[config.mk]
export PLATFORM = sky130hd
export DESIGN_NAME = mod_dp
export DESIGN_NICKNAME = d
export VERILOG_FILES = /design/src/rtl/mod_dp.sv
export SDC_FILE = /design/constraint.sdc
export NUM_CORES = 1
export LEC_CHECK = 0
export CAP_MARGIN = 25
export CORE_ASPECT_RATIO = 2
export CORE_MARGIN = 2
export CORE_UTILIZATION = 46
export CTS_CLUSTER_DIAMETER = 200
export DETAILED_ROUTE_END_ITERATION = 7
export HOLD_SLACK_MARGIN = 0.02
export PLACE_DENSITY_LB_ADDON = 0.08
export SLEW_MARGIN = 15
export SYNTH_ARGS = -nofsm -noshare
export SYNTH_HDL_FRONTEND = slang
export SYNTH_SLANG_ARGS = --single-unit
export TNS_END_PERCENT = 30
[constraint.sdc]
create_clock -name CLK -period 2.5 [get_ports CLK]
set_input_delay 0.5 -clock CLK [delete_from_list [all_inputs] [get_ports CLK]]
set_output_delay 0.5 -clock CLK [all_outputs]
set_load 0.02 [all_outputs]
[src/rtl/mod_dp.sv]
// -----------------------------------------------------------------------------
// mod_dp : datapath stage of the repeated-subtraction modulus unit.
//
// The control unit sequences this block with two strobes. Their meaning per
// clock edge, with reset taking priority over both, is:
//   we=0         hold every register (s is ignored)
//   we=1, s=0    load: capture dividend a and divisor b, clear quotient
//   we=1, s=1    subtract: temp -= divisor and quotient += 1, but only
//                while x is low; once x is high the registers hold.
// x is the termination flag that the control unit samples on the same edge
// that the subtract guard uses, so the two can never disagree.
//
// Ports:
//   CLK       in   system clock, rising edge
//   reset     in   synchronous, active-high reset (clears all state)
//   a         in   dividend, sampled on a load edge only
//   b         in   divisor, sampled on a load edge only
//   s         in   path select: 0 = load, 1 = subtract
//   we        in   register write enable
//   x         out  done flag, combinational from registers
//   temp      out  running remainder
//   quotient  out  subtractions performed since the last load
//   div_zero  out  latched "divisor was zero at load" status
// -----------------------------------------------------------------------------
module mod_dp #(
    parameter int WIDTH = 32
) (
    input  logic             CLK,
    input  logic             reset,
    input  logic [WIDTH-1:0] a,
    input  logic [WIDTH-1:0] b,
    input  logic             s,
    input  logic             we,
    output logic             x,
    output logic [WIDTH-1:0] temp,
    output logic [WIDTH-1:0] quotient,
    output logic             div_zero
);

    logic [WIDTH-1:0] r_temp;
    logic [WIDTH-1:0] r_b;
    logic [WIDTH-1:0] r_quotient;
    logic             r_div_zero;
    logic             w_x;

    // Done when the remainder can no longer absorb another divisor, or when
    // the divisor is zero (a mod 0 is defined as a, nothing to subtract).
    assign w_x = r_div_zero | (r_temp < r_b);

    always_ff @(posedge CLK) begin
        if (reset) begin
            r_temp     <= '0;
            r_b        <= '0;
            r_quotient <= '0;
            r_div_zero <= 1'b0;
        end else if (we) begin
            if (!s) begin
                r_temp     <= a;
                r_b        <= b;
                r_quotient <= '0;
                r_div_zero <= (b == '0);
            end else if (!w_x) begin
                // Guarded: the control unit still strobes subtract on the
                // edge where it leaves the loop, which must not underflow.
                r_temp     <= r_temp - r_b;
                r_quotient <= r_quotient + 1'b1;
            end
        end
    end

    assign x        = w_x;
    assign temp     = r_temp;
    assign quotient = r_quotient;
    assign div_zero = r_div_zero;

endmodule

==> results of run 1 <==
-- cell type report --
cell class,count,area [um2],area share
clock buffers,10,250.2,0.02659
well taps,152,190.2,0.02020
clock inverters,6,67.56,0.007178
inverters,45,168.9,0.01794
repair buffers,298,2680,0.2847
flip-flops and latches,97,1951,0.2072
multi-input cells,602,4105,0.4361
-- synthesized netlist by cell type (all sizes together) (10+ instances only) --
cell type | number | area (um2)
ha | 33 | 412.9
xnor2 | 17 | 148.9
inv | 44 | 165.2
nand4 | 16 | 106.4
dfxtp | 97 | 1942
xor2 | 19 | 166.4
a21oi | 99 | 514.3
nand2 | 116 | 442.9
a21o | 13 | 97.59
a211oi | 21 | 157.7
nand3 | 25 | 125.1
buf | 10 | 63.81
mux2i | 16 | 160.2
o21ai | 32 | 163.9
clkbuf | 26 | 97.59
a31oi | 11 | 68.82
nor3 | 12 | 65.06
nor2 | 61 | 231.5
-- power by group --
part           internal (mW)  total (mW)  switching, mW  leakage (nW)
sequential              1.82        2.03          0.204         0.795
clock                  0.767        1.47          0.704         0.155
combinational           4.40        8.82           4.42          2.85
-- per-stage QoR --
| stage | power (mW) | setup WS (ns) | std cells | hold WS (ns) |
|---|---|---|---|---|
| after floorplan | 6.334 | -0.3044 | 779 | 0.4363 |
| after global placement | 9.647 | -0.7117 | 1179 | 0.4432 |
| after detailed placement | 9.730 | -0.7790 | 1179 | 0.4473 |
| after CTS | 12.12 | -0.4804 | 1210 | 0.4566 |
| after global routing | 13.08 | -0.6234 | 1210 | 0.4746 |
| final | 12.32 | -0.5309 | 1210 | 0.4551 |
-- worst paths after layout --
check | end | slack (ns) | cells after the start
setup / recovery | x | -0.53 | 11
hold / removal | r_b[25] | 0.46 | 2
setup reg to reg | temp[28] | -0.39 | 14
hold reg to reg | r_b[25] | 0.46 | 2
-- routing by layer --
metal | GRT usage | routed length, um
met1 | 0.3441 | 8306
met2 | 0.5057 | 10370
met3 | 0.03827 | 923
met4 | 0.1414 | 833
met5 | 0 | 0
-- flip-flops by register name (all words and copies together), names as in the netlist --
name	count
div_zero	1
quotient	32
r_b	32
temp	32
-- cell families (layout without fill, tap and decap cells) --
logic type	count (synthesis)	in the layout	share of synthesized area
flops	97	97	0.3238
fa+ha+maj	34	34	0.07219
simple gates	286	287	0.2249
buf+inv	81	359	0.05508
mux	17	17	0.02858
xor+xnor	36	36	0.05258
compound gates	228	228	0.2429
-- critical path, delay by kind of cell, from the launching register on --
family	cells	cell delay, ns
buffers and inverters	4	0.32
flip-flops	1	0.35
adder cells (fa/ha/maj)	2	0.48
AO/OA/AOI/OAI	5	1.04
-- repair_timing --
item,in CTS,in global routing
cloned,2,0
buffers inserted,14,1
pin swaps,33,5
endpoints found under the setup margin,65,65
hold endpoints to repair,0,0
gates resized for setup,92,8
hold buffers,0,0
==> flow_summary.yaml, run 1 <==
drt:
  via_count: 6875
  drtAntennaViolNets: 0
  first_pass_iters: 5
  wl_per_cell_um: 16.89
  drt-initial-drc-count: 312
  drc: 0
  viasPerCell: 5.682
  drt_wl_total_mm: 20.44
yosys:
  async_flop_share: 0
  syn_area_per_cell_um2: 7.698
  synth_cell_types: 73
  synth_area_um2: 5997
  syn_nets: 881
  yosysSeqAreaShare: 0.3238
  yosysWarnings: 0
  synth_seq_cells: 97
  syn_inst: 779
  synth_edf_count: 0
  yosys_most_used_dff: "dfxtp_1"
floorplanning:
  initial_core_util: 0.4669
  die_w_um: 84.74
  dieArea_um2: 14020
  ios: 134
  die-height_um: 165.5
  rows: 59
  coreArea_um2: 12840
cells_and_area:
  num_antenna_cells: 0
  layout_common_cells: "149 x buf_4, 130 x clkdlybuf4s50_1, 112 x nand2_1, 93 x a21oi_1, 92 x dfxtp_1"
  nets: 1155
  drive_gt1_frac: 0.2495
  area_delta_synth_final_pct: 56.96
  final_common_cell: "buf_4"
  fin_util: 0.7328
  finalInstanceArea_um2: 9413
  nFillCells: 1010
timing:
  finalHoldViolations: 0
  fmax_ghz: 0.3299
  worstMarginPinSlew_ns: 0.5749
  clock_skew_ns: 0.01371
  setup_viol: 65
  slew_headroom: 0.6132
  report.final.slew_viol_count: 0
  fin_ws_ns: -0.5309
  rsz0062_at_grt: "yes"
  min_period_ns: 3.031
  tns_ns: -18.46
  min_period_over_period: 1.212
worst_setup_path:
  r2r-start: "temp[0]"
  crit_path_start: "temp[0]"
  slowest_stage: "fa_2"
  arrival_ns: 2.53
  path_cells: "inv_2 > ha_4 > inv_2 > fa_2 > a21oi_2 > o22ai_2 > o31a_2 > o311ai_4 > a21oi_4 > inv_2 > buf_6"
  path_class: "reg2out"
  crit_top_cell: "inv_2"
  cpPeakStageDelay_ns: 0.36
  cp-end-kind: "primary output"
  cp_max_fo: 2
  cp-start-kind: "flop"
  worst_ep_required_time_ns: 2.00
place:
  placed_area_um2: 8584
  portBuffers: 133
  hpwl_mm: 15.26
  gp_congestion: 0.9625
min_path:
  min_path_type: "reg2reg"
  holdCritStartpoint: "r_b[25]"
pwr:
  ir_drop_mv: 0.8242
  p_leak_nw: 3.796
  p_per_area_nw_per_um2: 1309
run:
  maxCapViolations: 0
clock_tree:
  htree_levels: 3
  cts_root_buf: "clkbuf_16"
  cts_buffers: 9
  clk_latency_ns: 0.36
  tritoncts: "yes"
  path_clk_slew_ns: 0.08
  cts.sinks: 97
  cts.path.max_buffers: 2
outcome:
  outcome: "finished with violations"
  violations: "negative setup slack"
grt:
  grt_use_total: 0.2889
  grt_pass1_wl_mm: 32.46
  grt_max_degree: 44
  grt_pass1_vias: 6744
  overflow: 0
  antenna_found_initial: 0
(Power assumes the default switching activity.)
==> run 2, diff against run 1 <==
--- a/config.mk
+++ b/config.mk
@@ -13,6 +13,7 @@
 export DETAILED_ROUTE_END_ITERATION = 7
 export HOLD_SLACK_MARGIN = 0.02
 export PLACE_DENSITY_LB_ADDON = 0.08
+export SETUP_SLACK_MARGIN = 0.15
 export SLEW_MARGIN = 15
 export SYNTH_ARGS = -nofsm -noshare
 export SYNTH_HDL_FRONTEND = slang
==> flow_summary.yaml, run 2 (same netlist as run 1, synthesis figures left out) <==
run:
  maxCapViolations: 0
floorplanning:
  die-height_um: 165.5
  ios: 134
  dieArea_um2: 14020
  initial_core_util: 0.4669
  coreArea_um2: 12840
  die_w_um: 84.74
  rows: 59
timing:
  min_period_over_period: 1.195
  min_period_ns: 2.987
  worstMarginPinSlew_ns: 0.5943
  report.final.slew_viol_count: 0
  fin_ws_ns: -0.4873
  clock_skew_ns: 0.01324
  tns_ns: -19.55
  setup_viol: 65
  slew_headroom: 0.6001
  fmax_ghz: 0.3348
  finalHoldViolations: 0
  rsz0062_at_grt: "yes"
place:
  gp_congestion: 0.9625
  portBuffers: 133
  dp.cells: 1179
  placed_area_um2: 8584
  hpwl_mm: 15.26
cells_and_area:
  layout_common_cells: "150 x buf_4, 130 x clkdlybuf4s50_1, 111 x nand2_1, 89 x a21oi_1, 86 x dfxtp_1"
  area_delta_synth_final_pct: 62.24
  final_common_cell: "buf_4"
  drive_gt1_frac: 0.2863
  finalInstanceArea_um2: 9729
  fin_util: 0.7575
  nets: 1159
  num_antenna_cells: 0
  fin_cells: 1214
  nFillCells: 935
clock_tree:
  path_clk_slew_ns: 0.08
  htree_levels: 3
  tritoncts: "yes"
  cts_root_buf: "clkbuf_16"
  clk_latency_ns: 0.36
  cts.sinks: 97
  cts.path.max_buffers: 2
  cts_buffers: 9
worst_setup_path:
  r2r_slack_ns: -0.40
  path_class: "reg2out"
  arrival_ns: 2.49
  r2r-start: "temp[0]"
  cp-start-kind: "flop"
  worst_ep_required_time_ns: 2.00
  cp_max_fo: 2
  cp-end-kind: "primary output"
  crit_path_start: "temp[0]"
grt:
  grt_pass1_vias: 6704
  overflow: 0
  antenna_found_initial: 0
  grt_use_total: 0.2883
  grt_pass1_wl_mm: 32.48
  grt_max_degree: 44
pwr:
  combPwrFrac: 0.725
  p_per_area_nw_per_um2: 1315
  p_seq_frac: 0.160
  p_leak_nw: 3.866
  total_power_mw: 12.80
  switching_share: 0.4372
  internal_power_mw: 7.202
  ir_drop_mv: 0.8640
  switchingPower_mw: 5.594
  p_clk_frac: 0.115
outcome:
  violations: "negative setup slack"
  outcome: "finished with violations"
drt:
  wl_per_cell_um: 17.53
  viasPerCell: 5.736
  drc: 0
  via_count: 6963
  first_pass_iters: 5
  drt_wl_total_mm: 21.28
  drtAntennaViolNets: 0
  drt-initial-drc-count: 349
min_path:
  min_path_type: "reg2reg"
  holdCritStartpoint: "r_b[25]"
==> run 2: cell count changes in the layout (fill, tap and decap cells not counted), moves of 4 or more <==
cell,change
a211oi_2,+7
nor2_1,-6
dfxtp_2,+6
nor2_4,+6
dfxtp_1,-6
a211oi_1,-7
a21oi_1,-4
==> run 2: critical path: stages (launching register included) <==
cell      delay [ns]
dfxtp_4         0.35
inv_2           0.06
ha_4            0.12
inv_2           0.03
fa_2            0.36
a21oi_4         0.16
o22ai_2         0.13
o31a_2          0.33
o311ai_4        0.28
a21oi_4         0.09
inv_2           0.10
buf_6           0.12
==> run 2: routing by layer <==
metal / track usage / vias up / wire, um
li1: - / 3355 / -
met1: 0.3480 / 3294 / 8544
met2: 0.5021 / 253 / 11020
met3: 0.03827 / 61 / 988
met4: 0.1356 / 0 / 732
met5: 0 / - / 0
==> run 2: final cells by class <==
class | count | area [um2] | area share
inverter | 45 | 168.9 | 0.01736
tap | 152 | 190.2 | 0.01955
multi-input combinational | 602 | 4347 | 0.4468
clock buffer | 10 | 250.2 | 0.02572
sequential | 97 | 1958 | 0.2013
timing repair buffer | 302 | 2748 | 0.2824
clock inverter | 6 | 67.56 | 0.006944
==> run 2: what timing repair did <==
item                                    CTS  global route
endpoints found under the setup margin   65            65
pin swaps                                31            11
hold buffers                              0             0
gates cloned                              2             1
gates resized for setup                  90            63
setup buffers                            13             3
==> run 2: per-stage QoR <==
step                setup slack [ns]  hold WS (ns)
detailed placement           -0.7790        0.4473
global placement             -0.7117        0.4432
CTS                          -0.4808        0.4541
floorplan                    -0.3044        0.4363
finish                       -0.4873        0.4557
global route                 -0.5741        0.4746
==> run 2: path summary, 6_finish.rpt <==
check | endpoint | depth (start not counted)
worst max-delay path | x | 11
worst min-delay path | r_b[25] | 2
worst max register to register | temp[7] | 14
worst min register to register | r_b[25] | 2
==> run 2: power by group through the flow <==
stage	clock network [mW]	registers, mW	logic (mW)
finish	1.47	2.04	9.28
floorplan	0	2.35	3.98
CTS	1.49	2.04	8.58
detailed placement	0	2.03	7.70
global placement	0	2.02	7.63
global route	1.53	2.07	9.93
